<file path="config.mk">
export PLATFORM = sky130hd
export DESIGN_NAME = ones_frame_stats
export DESIGN_NICKNAME = d
export VERILOG_FILES = /design/src/rtl/ones_frame_stats.sv
export SDC_FILE = /design/constraint.sdc
export NUM_CORES = 1
export LEC_CHECK = 0
export CAP_MARGIN = 40
export CORE_MARGIN = 1.5
export CORE_UTILIZATION = 37
export CTS_CLUSTER_DIAMETER = 50
export DETAILED_ROUTE_END_ITERATION = 12
export PLACE_DENSITY = 0.6
export REMOVE_ABC_BUFFERS = 1
export SYNTH_ARGS = -nofsm -noshare
export SYNTH_HDL_FRONTEND = slang
export SYNTH_SLANG_ARGS = --single-unit
</file>
<file path="constraint.sdc">
create_clock -name clk -period 3.2 [get_ports clk]
set_input_delay 0.32 -clock clk [delete_from_list [all_inputs] [get_ports clk]]
set_output_delay 0.32 -clock clk [all_outputs]
set_load 0.005 [all_outputs]
</file>
<file path="src/rtl/ones_frame_stats.sv">
// Frame statistics over a stream of 16-bit-word ones counts: sum, max, min and an out-of-range flag.
// Optional min/max tracking is built only when ONES_FRAME_STATS_MINMAX_EN is defined.
module ones_frame_stats #(
    parameter int FRAME_LEN = 8,
    parameter int CNT_W     = 5,
    parameter int SUM_W     = 12
) (
    input  logic             clk,
    input  logic             reset,
    input  logic             clear,
    input  logic             in_valid,
    input  logic [CNT_W-1:0] count_in,
    output logic             in_ready,
    output logic             out_valid,
    input  logic             out_ready,
    output logic [SUM_W-1:0] sum_out,
    output logic [CNT_W-1:0] max_out,
    output logic [CNT_W-1:0] min_out,
    output logic             err_out,
    output logic [0:0]       fsm_state
);

    // Handshake: a word moves on an edge with in_valid && in_ready; a result moves on an
    // edge with out_valid && out_ready. in_ready is registered, out_valid decodes HOLD.
    localparam logic [0:0] ACCUM = 1'b0;
    localparam logic [0:0] HOLD  = 1'b1;

    localparam logic [CNT_W-1:0] CNT_MAX  = CNT_W'(16);
    localparam logic [8:0]       LAST_CNT = 9'(FRAME_LEN);

    logic [0:0]       state;
    logic [SUM_W-1:0] sum_acc;
    logic [7:0]       wcnt;
    logic             err_acc;

    logic             accept;
    logic             over;
    logic             last;
    logic [CNT_W-1:0] clamped;
    logic [SUM_W-1:0] sum_next;

    assign accept    = in_valid && in_ready;
    assign over      = count_in > CNT_MAX;
    assign clamped   = over ? CNT_MAX : count_in;
    assign sum_next  = sum_acc + SUM_W'(clamped);
    assign last      = accept && !clear && (({1'b0, wcnt} + 9'd1) == LAST_CNT);
    assign out_valid = (state == HOLD);
    assign fsm_state = state;

    always_ff @(posedge clk or posedge reset) begin
        if (reset) begin
            state    <= ACCUM;
            in_ready <= 1'b0;
            sum_acc  <= '0;
            wcnt     <= '0;
            err_acc  <= 1'b0;
            sum_out  <= '0;
            err_out  <= 1'b0;
        end else if (state == HOLD) begin
            // clear is ignored here so a pending result is never lost
            if (out_ready) begin
                state    <= ACCUM;
                in_ready <= 1'b1;
            end
        end else if (clear) begin
            sum_acc  <= '0;
            wcnt     <= '0;
            err_acc  <= 1'b0;
            in_ready <= 1'b1;
        end else begin
            in_ready <= !last;
            if (last) begin
                state   <= HOLD;
                sum_out <= sum_next;
                err_out <= err_acc | over;
                sum_acc <= '0;
                wcnt    <= '0;
                err_acc <= 1'b0;
            end else if (accept) begin
                sum_acc <= sum_next;
                wcnt    <= wcnt + 8'd1;
                err_acc <= err_acc | over;
            end
        end
    end

`ifdef ONES_FRAME_STATS_MINMAX_EN
    logic [CNT_W-1:0] max_acc;
    logic [CNT_W-1:0] min_acc;
    logic [CNT_W-1:0] max_next;
    logic [CNT_W-1:0] min_next;

    // The first word of a frame loads both trackers directly.
    assign max_next = (wcnt == 8'd0 || clamped > max_acc) ? clamped : max_acc;
    assign min_next = (wcnt == 8'd0 || clamped < min_acc) ? clamped : min_acc;

    always_ff @(posedge clk or posedge reset) begin
        if (reset) begin
            max_acc <= '0;
            min_acc <= '0;
            max_out <= '0;
            min_out <= '0;
        end else if (state == ACCUM) begin
            if (clear) begin
                max_acc <= '0;
                min_acc <= '0;
            end else if (last) begin
                max_out <= max_next;
                min_out <= min_next;
                max_acc <= '0;
                min_acc <= '0;
            end else if (accept) begin
                max_acc <= max_next;
                min_acc <= min_next;
            end
        end
    end
`else
    assign max_out = '0;
    assign min_out = '0;
`endif

endmodule
</file>
Word level (Yosys, flattened, before mapping)
Cells that the tools add are included.
W data, S select, Z words.

word-level totals
  register bits = 36
  bits in latches = 0
  memory bits (writable) = 0
  bits in read-only memories = 0
  input bits = 10
  output and inout port bits = 26
  word-level logic and storage cells = 41
  memories kept = 0

operators by class
  add/sub/neg operators = 3
  multiply operators = 0
  div/mod/pow operators = 0
  order comparisons = 1
  equal/unequal tests = 2
  shifts and indexed selects = 0
  muxes and demuxes = 17
  bitwise operators = 3
  reduce and logical (&&, ||, !) cells = 8

operators by type and width
  operator               count
  $mux W12               3
  $mux W8                3
  $add A12 B5 Y12        1
  $mux W1                10
  $add A8 B1 Y9 const B  1
  $eq A9 B4 Y1 const B   1
  $add A8 B1 Y8 const B  1
  $gt A5 B5 Y1 const B   1
  $mux W5                1
  $logic_and A1 B1 Y1    3
  $reduce_and A3 Y1      1
  $reduce_bool A3 Y1     1
  $logic_not A1 Y1       2
  $ne A2 B2 Y1 const B   1
  $not A1 Y1             2
  $reduce_and A2 Y1      1
  $or A1 B1 Y1           1

Logic depth before layout (Yosys ltp)
Gate-level depths: netlist (run 1).

  depth after elaboration = 6
  mapped depth = 9
  gate-level depth less buffers = 9

Least setup slack after synthesis (run 1)
OpenSTA, ideal clock, no wires.

  path type = flip-flop to flip-flop
  start = reg wcnt[0]
  end = reg err_out
  setup time = 0.125 ns
  arrival = 2.386 ns
  data required time = 3.075 ns
  setup slack = 0.689 ns
  cell stages (with the launch flop) = 10
  period minus slack after synthesis = 2.511 ns
  path through = dfrtp_1 -> ha_1 -> nand2_1 -> or4b_1 -> a21o_1 -> or3_1 -> buf_6 -> nor2_8 -> buf_12 -> mux2_4

between the ends
  longest elaborated chain between the ends = 4

RTL lines
  item                         line  RTL
  start: declaration           33    logic [7:0] wcnt;
  start signal: assignment     81    wcnt <= wcnt + 8'd1;
  $add A8 B1 Y9                46    assign last = accept && !clear && (({1'b0, wcnt} + 9'd1) == LAST_CNT);
  $eq A9 B4 Y1                 46
  $logic_and A1 B1 Y1          46
  $reduce_and A3 Y1 (no line)  --
  end signal: assignment       75    err_out <= err_acc | over;
  end: declaration             19    output logic err_out,

Every way passes these cells.
A chain may end at the register's enable or synchronous reset.

Worst setup path in the final report (run 1)
  start = reg wcnt[0]
  end = reg sum_out[8]

between the ends
  longest elaborated chain between the ends = 4

RTL lines
  item                         line  RTL
  $add A8 B1 Y9                46
  $eq A9 B4 Y1                 46
  $logic_and A1 B1 Y1          46
  $reduce_and A3 Y1 (no line)  --
  end signal: assignment       74    sum_out <= sum_next;
  end: declaration             16    output logic [SUM_W-1:0] sum_out,

Every way passes these cells.

==> summary.md, run 1 <==
| Metric | Value |
|---|---|
| Antenna violation net count after detailed routing | 0 |
| Cts-stage hold buffer count | 0 |
| Status | completed |
| Dominant cells by area after synthesis | dfrtp_1 42%, mux2_4 6.2%, o21ai_0 4.6% |
| Placement-stage cell area | 2430 sq um |
| Number of distinct library cell variants in the gate-level netlist after synthesis | 45 |
| Share of synthesized registers carrying an async set or reset | 100% |
| Final Hold Vio Count | 0 |
| Maximum clock frequency | roughly 0.35 GHz |
| Share of Yosys cell area claimed by the top area cell type | 41.6% |
| Half-perimeter wire length after detailed placement | between 3 and 4 mm |
| Worst vdd ir | 0.000182 V |
| Reg-to-Reg Start | wcnt[0] |
| Share of power burned in the clock network | 37.5% |
| Count of buffers added by post-CTS timing repair for setup | 0 |
| Slew at the pin with the worst max-slew slack | roughly 0.8 ns |
| Area of the placeable core | 5570 sq um |
| Total of cells resized after clock tree synthesis | 0 |
| Part of the total power dissipated in sequential elements | 48.4% |
| Antenna violations before repair | 0 |
| Cell count after synthesis | 217 |
| Placed Cells | 308 |
| Number of levels the H-tree was split into | 2 |
| Netlist Area Pre-Place | 2160 sq um |
| Non-filler instance count after layout | 316 |
| Final nets | 261 |
| Flop-to-flop setup slack | 0.34 ns |
| Routed wire length | 4.28 mm |
| Core Rows | 27 |
| Placer Congestion | 0.818 |
| R2R Path End | sum_out[8] |
| Number of synthesized flops with an enable pin | 0 |
| Worst-path fanout max | 12 |
| Combinational cell fraction of total power | 14.1% |
| Primary flip-flop cell chosen by synthesis mapping | dfrtp_1 |
| RSZ-0062 raised after global routing | false |
| Root cell of the clock tree | clkbuf_8 |
| CP Data Required Time | 3.36 ns |
| Count leader, synth | dfrtp_1 |
| Switching Power | ~0.26 mW |
| Power density normalized to cell area | 405 nW/um^2 |
| Post-Layout Inst Area | 2540 sq um |
| Count of antenna diodes in the layout | 0 |
| Buffer levels on the longest clock path | 2 |
| Layout Area Growth over Synthesis | 17.5% |
| Horizontal extent of the die | 79.5 um |
| Die height | a little under 80 um |
| Clock latency at the later pin of the worst-skew pair | roughly 0.28 ns |
| Arrival time at the worst endpoint | ~3 ns |
| Gr usage total | 15.5% |
| Detailed-route via count | 1584 |
| Hold slack | 0.443 ns |
| Final critical delay including setup and external delays | 2.86 ns |
| Pre-antenna DRT Iters | 4 |
| Post-detailed-route DRC marker count | 0 |
| Register clock-pin slew on the reported worst setup and hold paths | 0.07 ns |
| Top-level port count | 36 |
| # setup viols final | 0 |
| Classification of the worst-slack hold path | primary input to async pin |
| Internal power component | 0.771 mW |
| Clock sink count | 36 |
| Final worst-path cycle share | 89.4% |
| Final global-route overflow total | 0 |
| Seq/Total Area, Yosys | 41.6% |
| Total of flip-flops plus latches after synthesis | 36 |
| Die Footprint | 6320 sq um |
| Cell type with the highest aggregate area in the netlist | dfrtp_1 |
| Number of fill cells | 541 |
| Setup TNS | 0 ns |
| Inserted Clock Buffers | 5 |
| Via-to-Cell Ratio | 5.01 |
| 1st-iter DRT viols | slightly below 90 |
| Commonest cells in the synthesized netlist | 36 x dfrtp_1, 21 x nand2_1, 20 x o21ai_0, 11 x buf_4, 11 x nor2_1 |
| Max-slew violation total from the final report | 0 |
| Average wire length per cell after detail routing | roughly 14 um |
| Count of max-cap constraint violations | 0 |
| First-pass GRT wire length | ~7.4 mm |
| Max-slew headroom at the worst pin | 46.6% |
| Startpoint type of the worst setup path | flip-flop |
| R2r worst-path depth | 7 |
| Warnings from Yosys | 0 |
| Count of input and output buffers | 25 |
| Leakage Power | 1.20 nW |
| Number of global-route vias before repair | 1503 |
| Switching Share | between 20% and 30% |
| Clock Skew | 0.00918 ns |
| Crit path capture type | flip-flop |
| Pin count of the biggest net entering global routing | 37 |
| TritonCTS clock tree | built |
| Path type of the worst setup path | flip-flop to flip-flop |
| Layout cells sized above 1 | 13.1% |
| Synthesized area per cell | roughly 10 sq um |
| Final core occ | a little under half |
| Initial Util | about 39% |
## power by group through the flow
stage	clock, mW	combinational (mW)	sequential, mW
floorplan	0	0.102	0.501
global placement	0	0.148	0.506
detailed placement	0	0.148	0.507
CTS	0.402	0.149	0.499
global route	0.432	0.166	0.503
finish	0.387	0.145	0.499
## flip-flops by register name (all words and copies together), names as in the netlist
| signal | count |
|---|---|
| sum_acc | 12 |
| wcnt | 8 |
| err_acc | 1 |
| in_ready | 1 |
| fsm_state | 1 |
| sum_out | 12 |
| err_out | 1 |
## layout by cell type (no fill, tap or decap), drive strengths merged, types with 2 or more instances in the layout
| master | synthesis | final |
|---|---|---|
| conb | 1 | 10 |
| or2 | 2 | 2 |
| xnor2 | 7 | 7 |
| nor2b | 4 | 4 |
| inv | 4 | 4 |
| clkdlybuf4s50 | 0 | 25 |
| and4 | 2 | 2 |
| o21bai | 2 | 2 |
| clkbuf | 4 | 6 |
| a21o | 10 | 10 |
| nand2 | 21 | 21 |
| nor2 | 12 | 12 |
| a21oi | 7 | 7 |
| o31ai | 6 | 6 |
| mux2 | 11 | 11 |
| o21ai | 20 | 20 |
| nand3 | 4 | 4 |
| ha | 7 | 7 |
| a31o | 4 | 4 |
| nand2b | 5 | 5 |
| nor3 | 8 | 8 |
| nand4 | 3 | 3 |
| dfrtp | 36 | 36 |
| xor2 | 4 | 4 |
| and3 | 2 | 2 |
| buf | 17 | 6 |
## how the worst max path moves through the flow
stage / from / end / slack, ns / cells past startpoint
floorplan: wcnt[0] / sum_out[8] / 0.59 / 7
detailed placement: count_in[4] / sum_out[8] / 0.28 / 10
global placement: count_in[4] / sum_out[8] / 0.36 / 10
finish: wcnt[0] / sum_out[8] / 0.34 / 7
CTS: wcnt[0] / sum_out[8] / 0.33 / 7
global route: wcnt[0] / sum_out[8] / 0.20 / 7
## final cells by class
cell class              instances  area (sq um)  share of cell area [%]
clock buffers                   6          72.6                    2.85
inverters                       4          15.0                   0.591
well taps                      72          90.1                    3.54
multi-input cells             165          1130                    44.6
clock inverters                 2          35.0                    1.38
repair buffers                 31           295                    11.6
flip-flops and latches         36           901                    35.4
## metal layers
metal	wire length [um]	GRT usage, %
met4	59	6.14
met3	174	3.54
met5	0	0
met2	1880	24.0
met1	2170	20.8
## logic make-up (layout without fill, tap and decap cells)
| logic type | count (synthesis) | count (layout) | synth area share, % |
|---|---|---|---|
| compound gates | 55 | 55 | 16.4 |
| xor+xnor | 11 | 11 | 4.45 |
| fa+ha+maj | 8 | 8 | 4.97 |
| buf+inv | 25 | 43 | 7.57 |
| flops | 36 | 36 | 41.6 |
| mux | 12 | 12 | 7.75 |
| other cells | 1 | 10 | 0.173 |
| simple gates | 69 | 69 | 17.1 |
## critical path: stages (launching register included)
cell and delay (ns):
dfrtp_1 0.45, ha_1 0.29, nand2_1 0.11, or4b_1 0.45, a21o_1 0.22, or3_1 0.52
nor2_8 0.34, mux2_2 0.37
## per-stage QoR
step / total power [mW] / setup WS (ns)
5_1_grt: 1.10 / 0.205
3_5_place_dp: 0.655 / 0.282
4_1_cts: 1.05 / 0.335
2_1_floorplan: 0.603 / 0.589
6_report: 1.03 / 0.339
3_3_place_gp: 0.654 / 0.361
No activity file was read; power rests on OpenSTA's default activity.
==> run 2, diff against run 1 <==
Settings changed: CORE_ASPECT_RATIO set to 0.8.
==> summary.md, run 2 (synthesized netlist as in run 1, its figures left out) <==
| Metric | Value |
|---|---|
| Status | completed |
| Combined area of the multi-input logic cells | 1130 sq um (unchanged) |
| Worst-path fanout max | 12 (unchanged) |
| Leakage Power | 1.18 nW (-0.95%) |
| Post-detailed-route DRC marker count | 0 (unchanged) |
| Clock Skew | 0.00420 ns (-0.00499 ns) |
| Worst Setup EP | sum_out[9] |
| Pin count of the biggest net entering global routing | 37 (unchanged) |
| Critical Path, Cell by Cell | ha_1, nand2_1, or4b_1, a21o_1, or3_1, nor2_8, mux2_2 |
| Routed wire length | 4.28 mm (about the same) |
| Classification of the worst-slack hold path | primary input to async pin |
| Place WS | 0.301 ns (+0.0189 ns) |
| Power density normalized to cell area | 388 nW/um^2 (-4.3%) |
| Leading cell type in the layout, fill and taps excluded | dfrtp_1 |
| Core Rows | 24 (-11%) |
| Final worst-path cycle share | 85.2% (-4.2 points) |
| Number of global-route vias before repair | 1529 (+1.7%) |
| Total of cells resized after clock tree synthesis | 0 (unchanged) |
| Clock latency at the later pin of the worst-skew pair | 0.28 ns (about the same) |
| Antenna violations before repair | 0 (unchanged) |
| Count of antenna diodes in the layout | 0 (unchanged) |
| Antenna violation net count after detailed routing | 0 (unchanged) |
| Layout Area Growth over Synthesis | 17.0% |
| Max incr delay on CP | 0.46 ns (-0.06 ns) |
| Buffer levels on the longest clock path | 2 (unchanged) |
| Detailed-route via count | 1586 (+0.13%) |
| First-pass GRT wire length | 7.61 mm (+2.4%) |
| Final critical delay including setup and external delays | 2.73 ns (-0.136 ns) |
| Startpoint type of the worst setup path | flip-flop |
| Die height | 71.4 um (-10%) |
| Inserted Clock Buffers | 5 (unchanged) |
| Pre-antenna DRT Iters | 4 (unchanged) |
| Cts-stage hold buffer count | 0 (unchanged) |
| R2R Path End | sum_out[9] |
| R2r worst-path depth | 7 (unchanged) |
| Max-slew violation total from the final report | 0 (unchanged) |
| Top Family by Delay on Critical Path | simple AND/OR/NAND/NOR gates |
| Depth of the critical timing path with buffers and inverters included | 7 (unchanged) |
| Crit path capture type | flip-flop |
| CP Data Required Time | 3.37 ns (about the same) |
| TritonCTS clock tree | built |
| Count of max-cap constraint violations | 0 (unchanged) |
| Horizontal extent of the die | 88.5 um (+11%) |
| Final global-route overflow total | 0 (unchanged) |
| 1st-iter DRT viols | 80 (-10%) |
| Worst vdd ir | 0.000201 V (+10%) |
| Gr usage total | 15.6% (+0.11 points) |
| Via-to-Cell Ratio | 4.93 (-1.7%) |
| Path type of the worst setup path | flip-flop to flip-flop |
| Worst path buffer plus inverter count | 0 (unchanged) |
| Final Hold Vio Count | 0 (unchanged) |
| Final nets | 261 (unchanged) |
| Most used cells in the layout excluding fill and tap cells | 36 x dfrtp_1, 25 x clkdlybuf4s50_1, 21 x nand2_1 |
| # setup viols final | 0 (unchanged) |
| Flop-to-flop setup slack | 0.47 ns (+0.14 ns) |
| Hold slack | 0.439 ns (-0.00371 ns) |
| Maximum clock frequency | 0.367 GHz (+5.0%) |
| Sequential cell area in the final layout | 901 sq um (unchanged) |
| Clock sink count | 36 (unchanged) |
| Layout cells sized above 1 | 12.7% (-0.41 points) |
| Reg-to-Reg Start | wcnt[0] |
| Number of fill cells | 538 (-0.55%) |
| Top-level port count | 36 (unchanged) |
| Average wire length per cell after detail routing | 13.3 um (-1.9%) |
| Initial Util | 39.0% (+0.13 points) |
| RSZ-0062 raised after global routing | false |
| Root cell of the clock tree | clkbuf_8 |
| Launch point of the worst path | wcnt[0] |
| Half-perimeter wire length after detailed placement | 3.02 mm (-0.22%) |
| Final critical-path setup slack | 0.475 ns (+0.136 ns) |
| Setup TNS | 0 ns (unchanged) |
| Count of buffers added by post-CTS timing repair for setup | 0 (unchanged) |
| Registers with the highest flip-flop counts | sum_acc x12, sum_out x12, wcnt x8 |
| Register clock-pin slew on the reported worst setup and hold paths | 0.07 ns (about the same) |
| Arrival time at the worst endpoint | 2.90 ns (-0.12 ns) |
| Count of input and output buffers | 25 (unchanged) |
| Die Footprint | 6320 sq um (about the same) |
| Number of levels the H-tree was split into | 2 (unchanged) |
| Placer Congestion | 0.792 (-3.2%) |
| Slowest cell on the critical path | dfrtp_1 |
| Area of the placeable core | 5560 sq um (-0.34%) |
## run 2: cell count changes in the layout (fill, tap and decap cells not counted)
cell,before,now
bufinv_16,1,0
clkbuf_1,1,2
clkbuf_8,5,6
clkinv_2,1,0
## run 2: worst min path at each step
stage | from | to | slack [ns]
3_5_place_dp | sum_acc[4] | sum_acc[4] | 0.49
3_3_place_gp | wcnt[7] | wcnt[7] | 0.48
5_1_grt | reset | wcnt[5] | 0.51
6_report | reset | wcnt[7] | 0.44
4_1_cts | reset | wcnt[6] | 0.46
2_1_floorplan | clear | wcnt[6] | 0.43
## run 2: area by class of cell
class                      instances  area share [%]
inverter                           4           0.593
sequential                        36            35.6
multi-input combinational        165            44.8
clock buffer                       8            3.56
tap                               78            3.85
timing repair buffer              31            11.7
## run 2: worst reg2reg max path: stages (launching register included)
cell,delay [ns]
dfrtp_1,0.46
ha_1,0.30
nand2_1,0.13
or4b_1,0.44
a21o_1,0.21
or3_1,0.40
nor2_8,0.30
mux2_2,0.38
## run 2: metal layers
metal / up-vias / share of wire (%) / GRT usage, %
li1: 799 / - / -
met4: 0 / 0.51 / 2.60
met5: - / 0 / 0
met2: 26 / 44 / 23.3
met3: 5 / 2.9 / 4.61
met1: 756 / 52 / 22.7
## run 2: per-stage QoR
| step | cells | total power [mW] | utilization (%) | area, sq um |
|---|---|---|---|---|
| 3_3_place_gp | 314 | 0.655 | 44.0 | 2440 |
| 3_5_place_dp | 314 | 0.656 | 44.0 | 2440 |
| 5_1_grt | 322 | 1.04 | 45.6 | 2530 |
| 2_1_floorplan | 205 | 0.603 | - | 2050 |
| 6_report | 322 | 0.982 | 45.6 | 2530 |
| 4_1_cts | 322 | 0.997 | 45.6 | 2530 |
## run 2: power by group
group          internal (mW)  switching, mW  total, mW
Sequential             0.475         0.0237      0.498
Combinational         0.0655         0.0815      0.147
Clock                  0.176          0.161      0.336
Total                  0.716          0.266      0.982
==> run 3, diff against run 2 <==
Settings changed: CTS_BUF_LIST set to sky130_fd_sc_hd__clkbuf_4 sky130_fd_sc_hd__clkbuf_8.
==> summary.md, run 3 (synthesized netlist as in run 1, its figures left out) <==
| Metric | Value |
|---|---|
| Status | completed |
| Critical Path, Cell by Cell | ha_1, nand2_1, or4b_1, a21o_1, or3_1, nor2_8, mux2_2 |
| CP Data Required Time | 3.37 ns (about the same) |
| Maximum clock frequency | 0.367 GHz (about the same) |
| Max incr delay on CP | 0.46 ns (about the same) |
| Pin count of the biggest net entering global routing | 37 (unchanged) |
| Hold slack | 0.440 ns (+0.000528 ns) |
| Power density normalized to cell area | 393 nW/um^2 (+1.4%) |
| Path type of the worst setup path | flip-flop to flip-flop |
| First-pass GRT wire length | 7.61 mm (unchanged) |
| Final global-route overflow total | 0 (unchanged) |
| Area of the placeable core | 5560 sq um (unchanged) |
| Total of cells resized after clock tree synthesis | 0 (unchanged) |
| Pre-antenna DRT Iters | 4 (unchanged) |
| Buffer levels on the longest clock path | 2 (unchanged) |
| Register clock-pin slew on the reported worst setup and hold paths | 0.07 ns (about the same) |
| Placer Congestion | 0.792 (unchanged) |
| # setup viols final | 0 (unchanged) |
| Clock Skew | 0.00452 ns (+0.000325 ns) |
| Detailed-route via count | 1588 (+0.13%) |
| Final critical delay including setup and external delays | 2.72 ns (-0.00164 ns) |
| Via-to-Cell Ratio | 4.93 (+0.13%) |
| Clock latency at the later pin of the worst-skew pair | 0.28 ns (about the same) |
| Initial Util | 39.0% (unchanged) |
| Leading cell type in the layout, fill and taps excluded | dfrtp_1 |
| Max-slew violation total from the final report | 0 (unchanged) |
| Layout cells sized above 1 | 13.5% (+0.82 points) |
| Count of buffers added by post-CTS timing repair for setup | 0 (unchanged) |
| RSZ-0062 raised after global routing | false |
| Inserted Clock Buffers | 5 (unchanged) |
| Die height | 71.4 um (unchanged) |
| Classification of the worst-slack hold path | primary input to async pin |
| Root cell of the clock tree | clkbuf_8 |
| Number of global-route vias before repair | 1529 (unchanged) |
| Final Hold Vio Count | 0 (unchanged) |
| Most used cells in the layout excluding fill and tap cells | 36 x dfrtp_1, 25 x clkdlybuf4s50_1, 21 x nand2_1 |
| Average wire length per cell after detail routing | 13.3 um (-0.14%) |
| Count of max-cap constraint violations | 0 (unchanged) |
| Antenna violation net count after detailed routing | 0 (unchanged) |
| Startpoint type of the worst setup path | flip-flop |
| Die Footprint | 6320 sq um (unchanged) |
| Worst-path fanout max | 12 (unchanged) |
| Half-perimeter wire length after detailed placement | 3.02 mm (unchanged) |
| Slowest cell on the critical path | dfrtp_1 |
| Core Rows | 24 (unchanged) |
| Gr usage total | 15.6% (unchanged) |
| Antenna violations before repair | 0 (unchanged) |
| Final worst-path cycle share | 85.1% (about the same) |
| Cts-stage hold buffer count | 0 (unchanged) |
| Count of input and output buffers | 25 (unchanged) |
| Top-level port count | 36 (unchanged) |
| Worst vdd ir | 0.000201 V (about the same) |
| Registers with the highest flip-flop counts | sum_acc x12, sum_out x12, wcnt x8 |
| Horizontal extent of the die | 88.5 um (unchanged) |
| R2r worst-path depth | 7 (unchanged) |
| Setup TNS | 0 ns (unchanged) |
| Count of antenna diodes in the layout | 0 (unchanged) |
| TritonCTS clock tree | built |
| Layout Area Growth over Synthesis | 17.3% |
| Clock sink count | 36 (unchanged) |
| Leakage Power | 1.19 nW (+0.58%) |
| Number of levels the H-tree was split into | 2 (unchanged) |
| Post-detailed-route DRC marker count | 0 (unchanged) |
| Crit path capture type | flip-flop |
| 1st-iter DRT viols | 81 (+1.3%) |
| Arrival time at the worst endpoint | 2.90 ns (about the same) |
| Final nets | 261 (unchanged) |
| Routed wire length | 4.28 mm (-0.14%) |
[run 3: power by group]
group / total [mW] / leakage, nW / switching, mW / internal [mW]
registers: 0.498 / 0.489 / 0.0237 / 0.475
logic: 0.147 / 0.649 / 0.0815 / 0.0655
clock network: 0.353 / 0.0523 / 0.161 / 0.193
total: 0.999 / 1.19 / 0.266 / 0.733
[run 3: worst paths after layout]
| path | startpoint | to | slack [ns] |
|---|---|---|---|
| min in group clk | sum_acc[4] | sum_acc[4] | 0.50 |
| min reg2reg | sum_acc[4] | sum_acc[4] | 0.50 |
| min | reset | wcnt[7] | 0.44 |
| max reg2reg | wcnt[0] | sum_out[9] | 0.48 |
| max | wcnt[0] | sum_out[9] | 0.48 |
| max in group asynchronous | reset | sum_out[8] | 2.44 |
[run 3: worst max-delay path: cells and delay by family (launching register included)]
| family | cells | cell delay [ns] |
|---|---|---|
| AOI/OAI and AO/OA | 1 | 0.21 |
| adders and majority gates | 1 | 0.30 |
| DFF | 1 | 0.46 |
| muxes | 1 | 0.37 |
| and+or+nand+nor | 4 | 1.26 |
[run 3: layout make-up]
class                   instances  area [sq um]
fillers                       536          3020
multi-input cells             165          1130
flip-flops and latches         36           901
repair buffers                 31           295
clock buffers                   8          97.6
well taps                      78          97.6
inverters                       4          15.0
[run 3: metrics by stage]
stage | total power [mW] | std cells | utilization [%] | setup WS, ns | area [sq um]
finish | 0.999 | 322 | 45.7 | 0.476 | 2540
detailed placement | 0.656 | 314 | 44.0 | 0.301 | 2440
CTS | 1.01 | 322 | 45.7 | 0.461 | 2540
global route | 1.05 | 322 | 45.7 | 0.322 | 2540
global placement | 0.655 | 314 | 44.0 | 0.372 | 2440
floorplan | 0.603 | 205 | - | 0.589 | 2050
[run 3: layer usage]
layer	part of all wire, %	up-vias	global-route usage [%]	wire [um]
met2	44	26	23.3	1880
met3	2.9	5	4.61	125
met4	0.51	0	2.60	22
li1	-	799	-	-
met5	0	-	0	0
met1	53	758	22.7	2250
